==> src/rtl/gps_pkg.sv <==
// Shared UBX protocol constants and the frame sequencer state encoding.
// Contents:
//   UBX_SYNC1/UBX_SYNC2   frame preamble bytes
//   UBX_CLS_* / UBX_ID_*  class and message id codes used by the config ROM
//   state_e               sequencer FSM states
//   is_byte_state()       states that present a byte on the TX handshake
//   in_checksum()         states whose accepted byte feeds the Fletcher sums
package gps_pkg;

  localparam logic [7:0] UBX_SYNC1      = 8'hB5;
  localparam logic [7:0] UBX_SYNC2      = 8'h62;

  localparam logic [7:0] UBX_CLS_CFG    = 8'h06;
  localparam logic [7:0] UBX_ID_NAV5    = 8'h24;
  localparam logic [7:0] UBX_ID_MSG     = 8'h01;
  localparam logic [7:0] UBX_CLS_NAV    = 8'h01;
  localparam logic [7:0] UBX_ID_POSLLH  = 8'h02;
  localparam logic [7:0] UBX_ID_VELNED  = 8'h12;

  typedef enum logic [3:0] {
    ST_IDLE,
    ST_SYNC1,
    ST_SYNC2,
    ST_CLASS,
    ST_ID,
    ST_LEN_L,
    ST_LEN_H,
    ST_PAY,
    ST_CKA,
    ST_CKB,
    ST_GAP,
    ST_DONE
  } state_e;

  function automatic logic is_byte_state(input state_e s);
    return s inside {ST_SYNC1, ST_SYNC2, ST_CLASS, ST_ID, ST_LEN_L,
                     ST_LEN_H, ST_PAY, ST_CKA, ST_CKB};
  endfunction

  // Sync bytes and the checksum bytes themselves are excluded from the sums.
  function automatic logic in_checksum(input state_e s);
    return s inside {ST_CLASS, ST_ID, ST_LEN_L, ST_LEN_H, ST_PAY};
  endfunction

endpackage

==> src/rtl/gps_cfg_payload_rom.sv <==
// Combinational table of UBX configuration messages.
// Ports:
//   msg  in   frame index 0..NUM_MSG-1
//   idx  in   payload byte index
//   cls  out  UBX class of frame msg
//   id   out  UBX message id of frame msg
//   len  out  payload length in bytes of frame msg
//   pay  out  payload byte idx of frame msg (00 past the defined bytes)
// Contents:
//   0  CFG-NAV5 len 36 : 01 00 07 00, then 32 x 00
//   1  CFG-MSG  len MSG1_LEN : 01 02 01 (enable NAV-POSLLH)
//   2  CFG-MSG  len 3  : 01 12 01 (enable NAV-VELNED)
// MSG1_LEN lets an integration shorten frame 1, e.g. to 0 to turn it into
// a poll request with no payload.
module gps_cfg_payload_rom
  import gps_pkg::*;
#(
  parameter int          NUM_MSG  = 3,
  parameter int          MAX_PAY  = 36,
  parameter logic [15:0] MSG1_LEN = 16'd3
) (
  input  logic [$clog2(NUM_MSG > 1 ? NUM_MSG : 2)-1:0] msg,
  input  logic [$clog2(MAX_PAY)-1:0]                   idx,
  output logic [7:0]                                   cls,
  output logic [7:0]                                   id,
  output logic [15:0]                                  len,
  output logic [7:0]                                   pay
);

  localparam int MW = $clog2(NUM_MSG > 1 ? NUM_MSG : 2);
  localparam int IW = $clog2(MAX_PAY);

  always_comb begin
    // NOTE: every output gets a default first so no path through the
    // branches below leaves a value unassigned and infers a latch.
    cls = 8'h00;
    id  = 8'h00;
    len = 16'd0;
    pay = 8'h00;
    if (msg == MW'(0)) begin
      cls = UBX_CLS_CFG;
      id  = UBX_ID_NAV5;
      len = 16'd36;
      // Mask = 0x0001 (dynamic model only), dynModel = 7 (airborne <2g).
      if (idx == IW'(0))      pay = 8'h01;
      else if (idx == IW'(2)) pay = 8'h07;
    end else if (msg == MW'(1)) begin
      cls = UBX_CLS_CFG;
      id  = UBX_ID_MSG;
      len = MSG1_LEN;
      if (idx == IW'(0))      pay = UBX_CLS_NAV;
      else if (idx == IW'(1)) pay = UBX_ID_POSLLH;
      else if (idx == IW'(2)) pay = 8'h01;
    end else if (msg == MW'(2)) begin
      cls = UBX_CLS_CFG;
      id  = UBX_ID_MSG;
      len = 16'd3;
      if (idx == IW'(0))      pay = UBX_CLS_NAV;
      else if (idx == IW'(1)) pay = UBX_ID_VELNED;
      else if (idx == IW'(2)) pay = 8'h01;
    end
  end

endmodule

==> src/rtl/gps_cfg_sequencer.sv <==
// Streams NUM_MSG UBX configuration frames to the UART transmitter after a
// start pulse. Sync bytes, the little-endian length and the Fletcher
// CK_A/CK_B are generated here; class, id, length and payload come from
// gps_cfg_payload_rom. Frames are separated by GAP_CYC idle cycles.
// Ports:
//   clk       in   system clock
//   rst       in   synchronous active-high reset, wins over every input
//   start     in   one-cycle pulse, ignored while busy or during rst
//   busy      out  high from the cycle after an accepted start until done
//   done      out  one-cycle pulse after the final CK_B is accepted
//   tx_data   out  byte offered to the UART
//   tx_valid  out  tx_data valid; held until tx_ready is seen
//   tx_ready  in   UART accepts the byte when tx_valid && tx_ready
//   msg_num   out  index of the frame being sent, valid while busy
module gps_cfg_sequencer
  import gps_pkg::*;
#(
  parameter int          NUM_MSG  = 3,
  parameter int          MAX_PAY  = 36,
  parameter int          GAP_CYC  = 16,
  parameter logic [15:0] MSG1_LEN = 16'd3
) (
  input  logic                                         clk,
  input  logic                                         rst,
  input  logic                                         start,
  output logic                                         busy,
  output logic                                         done,
  output logic [7:0]                                   tx_data,
  output logic                                         tx_valid,
  input  logic                                         tx_ready,
  output logic [$clog2(NUM_MSG > 1 ? NUM_MSG : 2)-1:0] msg_num
);

  localparam int              MW       = $clog2(NUM_MSG > 1 ? NUM_MSG : 2);
  localparam int              IW       = $clog2(MAX_PAY);
  localparam logic [MW-1:0]   LAST_MSG = MW'(NUM_MSG - 1);
  localparam logic [IW-1:0]   LAST_IDX = IW'(MAX_PAY - 1);
  localparam logic [15:0]     GAP_LOAD = 16'(GAP_CYC > 0 ? GAP_CYC - 1 : 0);

  state_e          state_q, state_d;
  logic [MW-1:0]   msg_q, msg_d;
  logic [IW-1:0]   idx_q, idx_d;
  logic [15:0]     len_q, len_d;
  logic [15:0]     gap_q, gap_d;
  logic [7:0]      ck_a_q, ck_a_d;
  logic [7:0]      ck_b_q, ck_b_d;
  logic [7:0]      tx_data_q, tx_data_d;
  logic            tx_valid_q, tx_valid_d;
  logic            busy_q, busy_d;
  logic            done_q, done_d;

  logic            accept;
  logic            last_pay;
  logic            sync1_entry;
  logic [7:0]      rom_cls, rom_id, rom_pay;
  logic [15:0]     rom_len;

  // The ROM is addressed with the next-cycle frame/index so the byte for the
  // next state can be registered onto tx_data.
  gps_cfg_payload_rom #(
    .NUM_MSG  (NUM_MSG),
    .MAX_PAY  (MAX_PAY),
    .MSG1_LEN (MSG1_LEN)
  ) u_rom (
    .msg (msg_d),
    .idx (idx_d),
    .cls (rom_cls),
    .id  (rom_id),
    .len (rom_len),
    .pay (rom_pay)
  );

  assign accept = tx_valid_q & tx_ready;

  // Stop at len-1, and never walk past the ROM's payload depth even if a
  // table entry claims a longer payload.
  assign last_pay = ((16'(idx_q) + 16'd1) >= len_q) || (idx_q == LAST_IDX);

  // Next state, counters and checksum. The byte being accepted is exactly
  // tx_data_q, so the sums are built from the registered output.
  always_comb begin
    state_d = state_q;
    msg_d   = msg_q;
    idx_d   = idx_q;
    gap_d   = gap_q;
    ck_a_d  = ck_a_q;
    ck_b_d  = ck_b_q;

    if (accept && in_checksum(state_q)) begin
      ck_a_d = ck_a_q + tx_data_q;
      ck_b_d = ck_b_q + ck_a_q + tx_data_q;
    end

    case (state_q)
      ST_IDLE: begin
        if (start) begin
          state_d = ST_SYNC1;
          msg_d   = '0;
        end
      end
      ST_SYNC1: if (accept) state_d = ST_SYNC2;
      ST_SYNC2: if (accept) state_d = ST_CLASS;
      ST_CLASS: if (accept) state_d = ST_ID;
      ST_ID:    if (accept) state_d = ST_LEN_L;
      ST_LEN_L: if (accept) state_d = ST_LEN_H;
      ST_LEN_H: begin
        if (accept) begin
          idx_d   = '0;
          state_d = (len_q == 16'd0) ? ST_CKA : ST_PAY;
        end
      end
      ST_PAY: begin
        if (accept) begin
          if (last_pay) state_d = ST_CKA;
          else          idx_d   = idx_q + IW'(1);
        end
      end
      ST_CKA: if (accept) state_d = ST_CKB;
      ST_CKB: begin
        if (accept) begin
          if (msg_q == LAST_MSG) begin
            state_d = ST_DONE;
          end else begin
            msg_d = msg_q + MW'(1);
            if (GAP_CYC == 0) begin
              state_d = ST_SYNC1;
            end else begin
              state_d = ST_GAP;
              gap_d   = GAP_LOAD;
            end
          end
        end
      end
      ST_GAP: begin
        if (gap_q == 16'd0) state_d = ST_SYNC1;
        else                gap_d   = gap_q - 16'd1;
      end
      ST_DONE: state_d = ST_IDLE;
      default: state_d = ST_IDLE;
    endcase

    if (sync1_entry) begin
      ck_a_d = 8'h00;
      ck_b_d = 8'h00;
    end
  end

  // Registered outputs are decoded from the next state. A stalled state
  // recomputes the same byte because nothing it depends on has moved.
  assign sync1_entry = (state_d == ST_SYNC1) && (state_q != ST_SYNC1);

  always_comb begin
    tx_valid_d = is_byte_state(state_d);
    busy_d     = !(state_d inside {ST_IDLE, ST_DONE});
    done_d     = (state_d == ST_DONE);
    len_d      = sync1_entry ? rom_len : len_q;
    case (state_d)
      ST_SYNC1: tx_data_d = UBX_SYNC1;
      ST_SYNC2: tx_data_d = UBX_SYNC2;
      ST_CLASS: tx_data_d = rom_cls;
      ST_ID:    tx_data_d = rom_id;
      ST_LEN_L: tx_data_d = len_q[7:0];
      ST_LEN_H: tx_data_d = len_q[15:8];
      ST_PAY:   tx_data_d = rom_pay;
      ST_CKA:   tx_data_d = ck_a_d;
      ST_CKB:   tx_data_d = ck_b_d;
      default:  tx_data_d = 8'h00;
    endcase
  end

  always_ff @(posedge clk) begin
    // NOTE: state uses non-blocking assignments so every flop samples the
    // pre-edge values regardless of statement order.
    if (rst) begin
      state_q    <= ST_IDLE;
      msg_q      <= '0;
      idx_q      <= '0;
      len_q      <= 16'd0;
      gap_q      <= 16'd0;
      ck_a_q     <= 8'h00;
      ck_b_q     <= 8'h00;
      tx_data_q  <= 8'h00;
      tx_valid_q <= 1'b0;
      busy_q     <= 1'b0;
      done_q     <= 1'b0;
    end else begin
      state_q    <= state_d;
      msg_q      <= msg_d;
      idx_q      <= idx_d;
      len_q      <= len_d;
      gap_q      <= gap_d;
      ck_a_q     <= ck_a_d;
      ck_b_q     <= ck_b_d;
      tx_data_q  <= tx_data_d;
      tx_valid_q <= tx_valid_d;
      busy_q     <= busy_d;
      done_q     <= done_d;
    end
  end

  assign busy     = busy_q;
  assign done     = done_q;
  assign tx_data  = tx_data_q;
  assign tx_valid = tx_valid_q;
  assign msg_num  = msg_q;

endmodule

==> config.mk <==
export PLATFORM = sky130hd
export DESIGN_NAME = gps_cfg_sequencer
export DESIGN_NICKNAME = d
export VERILOG_FILES = /design/src/rtl/gps_pkg.sv /design/src/rtl/gps_cfg_payload_rom.sv /design/src/rtl/gps_cfg_sequencer.sv
export SDC_FILE = /design/constraint.sdc
export NUM_CORES = 1
export LEC_CHECK = 0
export BUFFER_PORTS_ARGS = -buffer_cell sky130_fd_sc_hd__buf_2
export CORE_MARGIN = 1.5
export CORE_UTILIZATION = 26
export CTS_CLUSTER_DIAMETER = 120
export DETAILED_ROUTE_END_ITERATION = 12
export PLACE_DENSITY = 0.45
export RECOVER_POWER = 25
export SYNTH_ARGS = -nofsm -noshare
export SYNTH_HDL_FRONTEND = slang
export SYNTH_SLANG_ARGS = --single-unit
==> constraint.sdc <==
create_clock -name clk -period 3 [get_ports clk]
set_input_delay 0.3 -clock clk [delete_from_list [all_inputs] [get_ports clk]]
set_output_delay 0.3 -clock clk [all_outputs]
set_load 0.02 [all_outputs]
======== Word-level counts from Yosys, hierarchy flattened ========
Index checks and enable logic that the tools add are counted.
operators by class
  bitwise gates (word level) .............. 1
  $lt $le $gt $ge ......................... 1
  reduce and logical (&&, ||, !) cells .... 15
  muxes and demuxes ....................... 51
  equality and inequality tests ........... 30
  $add $sub $neg .......................... 7
operators by type and width
  cell                                                                   count
  8-bit two-way mux                                                      16
  16-bit two-way mux                                                     5
  8-bit case mux with 9 select lines                                     1
  4-bit two-way mux                                                      13
  4-bit case mux with 11 select lines                                    1
  4-bit by 3-bit equality test with 1-bit output, second input constant  8
  16-bit logical NOT                                                     2
  16-bit case mux with 2 select lines                                    1
  8-bit adder                                                            3
  4-bit equality test, second input constant                             6
  6-bit two-way mux                                                      3
  4-bit by 2-bit equality test with 1-bit output, second input constant  4
  7-bit by 16-bit >= comparator with 1-bit output                        1
  16-bit by 1-bit subtractor with 16-bit output, second input constant   1
  6-bit case mux with 2 select lines                                     1
  9-bit nonzero test                                                     1
  4-bit by 1-bit equality test with 1-bit output, second input constant  2
  4-bit logical NOT                                                      2
  2-bit two-way mux                                                      4
  6-bit by 1-bit adder with 7-bit output, second input constant          1
  6-bit by 1-bit adder with 6-bit output, second input constant          1
  6-bit by 1-bit equality test with 1-bit output, second input constant  1
  6-bit by 2-bit equality test with 1-bit output, second input constant  1
  6-bit equality test, second input constant                             1
  17 further kinds                                                       25
storage, ports and cells
  input port bits ......................... 4
  register bits ........................... 71
  word-level logic and storage cells ...... 116
  output and inout bits ................... 13

======== Depth between registers and ports, before layout ========
  depth in word-level cells ............... 14
  gate-level depth with buffers ........... 14
  depth with buffers taken out ............ 11

======== Modules after synthesis ========
A second synthesis with hierarchy kept.
second synthesis, totals
  cell total of the unflattened synthesis .. 602
  area total of the unflattened synthesis .. 4,944.7 um2
by module, submodules not included
  module               cells an instance  sequential area each (um2)  times used  area each (um2)
  gps_cfg_sequencer    551                1,421.4                     1           4,560.6
  gps_cfg_payload_rom  51                 0.0                         1           384.1

======== Worst setup path before layout ========
No wires, ideal clock.
  kind .................................... flip-flop to flip-flop
  from .................................... reg idx_q[0]
  to ...................................... reg ck_a_q[0]
  cell stages (with the launch flop) ...... 15
  path buffers ............................ 3
  required time ........................... 2.882 ns
  library setup time ...................... 0.118 ns
  period minus slack after synthesis ...... 2.788 ns
  arrival ................................. 2.671 ns
  slack ................................... 0.212 ns
  cells stage by stage .................... dfxtp_1 ha_1 buf_2 xor2_1 ha_1 o21a_1 a21oi_1 nand4_1 nand2_1 and2b_4 nor4b_4 or2_1 buf_6 buf_6 nor2_2
between the ends
  longest elaborated chain between the ends .. 9
  elaborated cells between the ends (all ways) .. 10
  those cells by class .................... add/sub: 1; order compare: 1; eq/ne: 2; mux: 4; reduce/logical: 2
RTL lines
  element                                             RTL line                  text
  from (decl)                                         gps_cfg_sequencer.sv:42   logic [IW-1:0] idx_q, idx_d;
  from (signal assigned)                              gps_cfg_sequencer.sv:189  idx_q <= idx_d;
  6-bit by 1-bit adder with 7-bit output              gps_cfg_sequencer.sv:77   assign last_pay = ((16'(idx_q) + 16'd1) >= len_q) || (idx_q == LAST_IDX);
  7-bit by 16-bit >= comparator with 1-bit output     gps_cfg_sequencer.sv:77
  1-bit logical OR (*)                                gps_cfg_sequencer.sv:77
  4-bit two-way mux (*)                               gps_cfg_sequencer.sv:114  if (last_pay) state_d = ST_CKA;
  4-bit two-way mux (*)                               gps_cfg_sequencer.sv:113  if (accept) begin
  4-bit case mux with 11 select lines (*)             gps_cfg_sequencer.sv:94   case (state_q)
  4-bit by 1-bit equality test with 1-bit output (*)  gps_cfg_sequencer.sv:150  assign sync1_entry = (state_d == ST_SYNC1) && (state_q != ST_SYNC1);
  1-bit logical AND (*)                               gps_cfg_sequencer.sv:150
  8-bit two-way mux (*)                               gps_cfg_sequencer.sv:142  if (sync1_entry) begin
  to (signal assigned)                                gps_cfg_sequencer.sv:192  ck_a_q <= ck_a_d;
  to (decl)                                           gps_cfg_sequencer.sv:45   logic [7:0] ck_a_q, ck_a_d;
Every way passes the cells marked *; elsewhere a longest branch is shown, timed or not.
A chain may end at the register's enable or synchronous reset.

======== Final worst setup path ========
  from .................................... reg idx_q[1]
  to ...................................... reg tx_data_q[0], in the netlist tx_data[0]
between the ends
  longest elaborated chain between the ends .. 14
  elaborated cells between the ends (all ways) .. 38
  those cells by class .................... add/sub: 2; order compare: 1; eq/ne: 12; mux: 20; reduce/logical: 3
RTL lines
  element                                          RTL line                                                                         text
  6-bit by 1-bit adder with 7-bit output           gps_cfg_sequencer.sv:77
  7-bit by 16-bit >= comparator with 1-bit output  gps_cfg_sequencer.sv:77
  1-bit logical OR                                 gps_cfg_sequencer.sv:77
  6-bit two-way mux                                gps_cfg_sequencer.sv:114
  6-bit two-way mux                                gps_cfg_sequencer.sv:113
  6-bit case mux with 2 select lines               gps_cfg_sequencer.sv:94
  6-bit by 2-bit equality test with 1-bit output   gps_cfg_payload_rom.sv:46, gps_cfg_payload_rom.sv:53, gps_cfg_payload_rom.sv:60
  1-bit two-way mux                                gps_cfg_payload_rom.sv:53, gps_cfg_payload_rom.sv:60
  8-bit two-way mux                                gps_cfg_payload_rom.sv:59                                                        else if (idx == IW'(1)) pay = UBX_ID_VELNED;
  8-bit two-way mux                                gps_cfg_payload_rom.sv:58                                                        if (idx == IW'(0)) pay = UBX_CLS_NAV;
  8-bit two-way mux                                gps_cfg_payload_rom.sv:54                                                        end else if (msg == MW'(2)) begin
  8-bit two-way mux                                gps_cfg_payload_rom.sv:47                                                        end else if (msg == MW'(1)) begin
  8-bit two-way mux                                gps_cfg_payload_rom.sv:40                                                        if (msg == MW'(0)) begin
  8-bit case mux with 9 select lines (*)           gps_cfg_sequencer.sv:157                                                         case (state_d)
  to (signal assigned)                             gps_cfg_sequencer.sv:194                                                         tx_data_q <= tx_data_d;
  to (decl)                                        gps_cfg_sequencer.sv:47                                                          logic [7:0] tx_data_q, tx_data_d;
Marked as above.

==> flow_summary.ini <==
[floorplan]
core_area_mm2 = 0.0147
ios = 17
initial_core_util_pct = 26.9
die_x_um = 126
rows = 44
fp.dieArea_mm2 = 0.0160
die_h_um = 126

[grt]
antenna_found_initial = 0
grt_pass1_wl_um = 17100
grt_util_all_layers_pct = 13.3
grt_max_degree = 24
overflow = 0
grt_pass1_vias = 3398

[timing]
whs_ps = 399
tns_ps = 0
timing.fmax_ghz = 0.348
fin_crit_sh_pct = 95.7
finalMaxSlewViolations = 0
tightest_slew_ps = 712
timing.final.ws_setup_ps = 128
skew_ps = 8.17
slew-limit-headroom_pct = 52.5
fin_crit_ps = 2870
setup_violations = 0
finalHoldViolations = 0
grt_setup_unrepaired = yes

[place]
place_congestion = 0.793
io_buffers = 16
dp_slack_ps = 69.7
placed_cell_area_mm2 = 0.00441
dp_hpwl_um = 7590

[power]
p_per_area_mw_per_mm2 = 474
p_leak_nw = 1.90
ir_worst_vdd_mv = 0.236

[run_status]
status = completed

[synth]
synth_flop_cell = dfxtp_1
synth-simple-area-share_pct = 28.4
muxShareOfSynthArea_pct = 2.53
ys.warnings.count = 0
synth_area_mm2 = 0.00396
synthAdderAreaFrac_pct = 12.5
ys_ff_latch = 57
synth_area_leaders = dfxtp_1 29%, ha_1 7.9%, nor2_1 5.5%
ys_async_sr_fraction_pct = 0
synth_top_family_by_area = simple AND/OR/NAND/NOR gates
yosysTopAreaCell = dfxtp_1
synth_xor_area_share_pct = 5.75
synth_edf_count = 0
synth.avg_cell_area_um2 = 8.51
postSynthCellCount = 465
yosysSeqAreaShare_pct = 28.8
synth_nets = 503
synth-compound-area-share_pct = 17.5
post_synth_num_cell_types = 75
netlist.area_leader.share_pct = 28.8

[critical_path]
cp.arrival_ps = 3130
rr_worst_depth = 11
cpPeakStageDelay_ps = 390
worst-setup-path-type = register to register
r2r_end = tx_data[0]
cp_max_fo = 5
crit_start = idx_q[1]
regToRegSetupSlack_ps = 130
cp.depth = 11
r2r-start = idx_q[1]
required_ps = 3260
critPathTopFamily = simple AND/OR/NAND/NOR gates
path_buf_inv = 1
cp-end-kind = register
crit_chain = ha_1 > ha_1 > or3b_1 > a21oi_4 > nand4_1 > nand2_2 > a21boi_1 > nor4_2 > buf_4 > o311ai_0 > a31oi_1
crit_top_cell = ha_1
crit_end = tx_data[0]
start_kind = register
cp_slowest_cell = dfxtp_1

[finish]
fillCellCount = 1519
area_growth_pct = 22.0
diodes = 0
ff_latch_area_mm2 = 0.00114
nets = 543
layout-drive-gt1-share_pct = 17.8
fin_area_mm2 = 0.00483
multi_input_area_mm2 = 0.00271
layout_common_cells = 58 x nor2_1, 56 x dfxtp_1, 33 x a21oi_1
final_common_cell = nor2_1

[detailed_routing]
drc = 0
vias = 3422
drt_iter0_drc = 248
routed_wl_um = 10100
antenna_left = 0
viasPerCell = 4.93
dr.pass1.iters = 4
wl_per_cell_um = 14.5

[hold_path]
hold_path.class = primary input to register

[clock_network]
clk_latency_ps = 330
hold_buffers = 0
numCtsBuffers = 9
clk_pin_slew_ps = 50
clock_path_buffers = 2
cts_tree = done
cts-root-buf = clkbuf_16
cts.sinks = 57
htreeDepth = 3

[flow_run]
max-cap-violations = 0
[cells in the mapped netlist (all sizes together), types with 10 or more instances]
library cell,n
ha,25
inv,20
nand2,26
nand3,12
xor2,11
nand2b,12
xnor2,15
a21oi,35
dfxtp,57
nor3,15
mux2i,10
nor2,68
o21ai,16
buf,13
[per-stage QoR]
step / power (W) / utilization, % / cells
final: 0.00229 / 32.9 / 694
after global routing: 0.00238 / 32.9 / 694
after CTS: 0.00231 / 32.4 / 693
after detailed placement: 0.00106 / 30.0 / 677
after global placement: 0.00107 / 30.0 / 677
after floorplan: 0.000983 / - / 465
[state kept, by name (all words and copies together), names as in the netlist]
| signal | count |
|---|---|
| state_q | 4 |
| gap_q | 16 |
| len_q | 2 |
| ck_a_q | 8 |
| msg_num | 2 |
| tx_data | 8 |
| idx_q | 6 |
| done | 1 |
| tx_valid | 1 |
| ck_b_q | 8 |
| busy | 1 |
[repair_timing]
item / CTS / global route
resized for setup: 0 / 16
buffers inserted: 0 / 1
setup endpoints to repair: 0 / 27
[cell families (layout without fill, tap and decap cells)]
logic type	Yosys count	count (layout)
fa+ha+maj	34	34
compound gates	105	105
flops	57	57
mux	10	10
simple gates	195	195
buf+inv	38	83
xor+xnor	26	26
[how the worst min path moves through the flow]
stage,startpoint,slack (ps),end,cells past startpoint
CTS,rst,380,gap_q[1],2
global route,rst,420,gap_q[1],2
floorplan,rst,380,state_q[3],1
detailed placement,gap_q[6],500,gap_q[6],2
finish,rst,400,idx_q[2],2
global placement,gap_q[12],500,gap_q[12],2
[metal layers]
metal  wire length, µm  GRT usage, %  vias to the layer above
met5                 0             0                        -
met4               110          4.06                        0
met3               273          2.83                        9
met2              4630          21.5                       47
met1              5060          17.8                     1624
li1                  -             -                     1742
[area by class of cell]
class,count,share of cell area [%]
multi-input combinational,370,56.1
sequential,57,23.6
timing repair buffer,47,6.40
clock buffer,12,5.52
tap,184,4.77
clock inverter,4,2.02
inverter,20,1.55
[power breakdown]
group | internal (W) | switching [W]
clock | 0.000878 | 0.000359
combinational | 0.000105 | 0.000151
sequential | 0.000775 | 0.0000219
(Power assumes the default switching activity.)
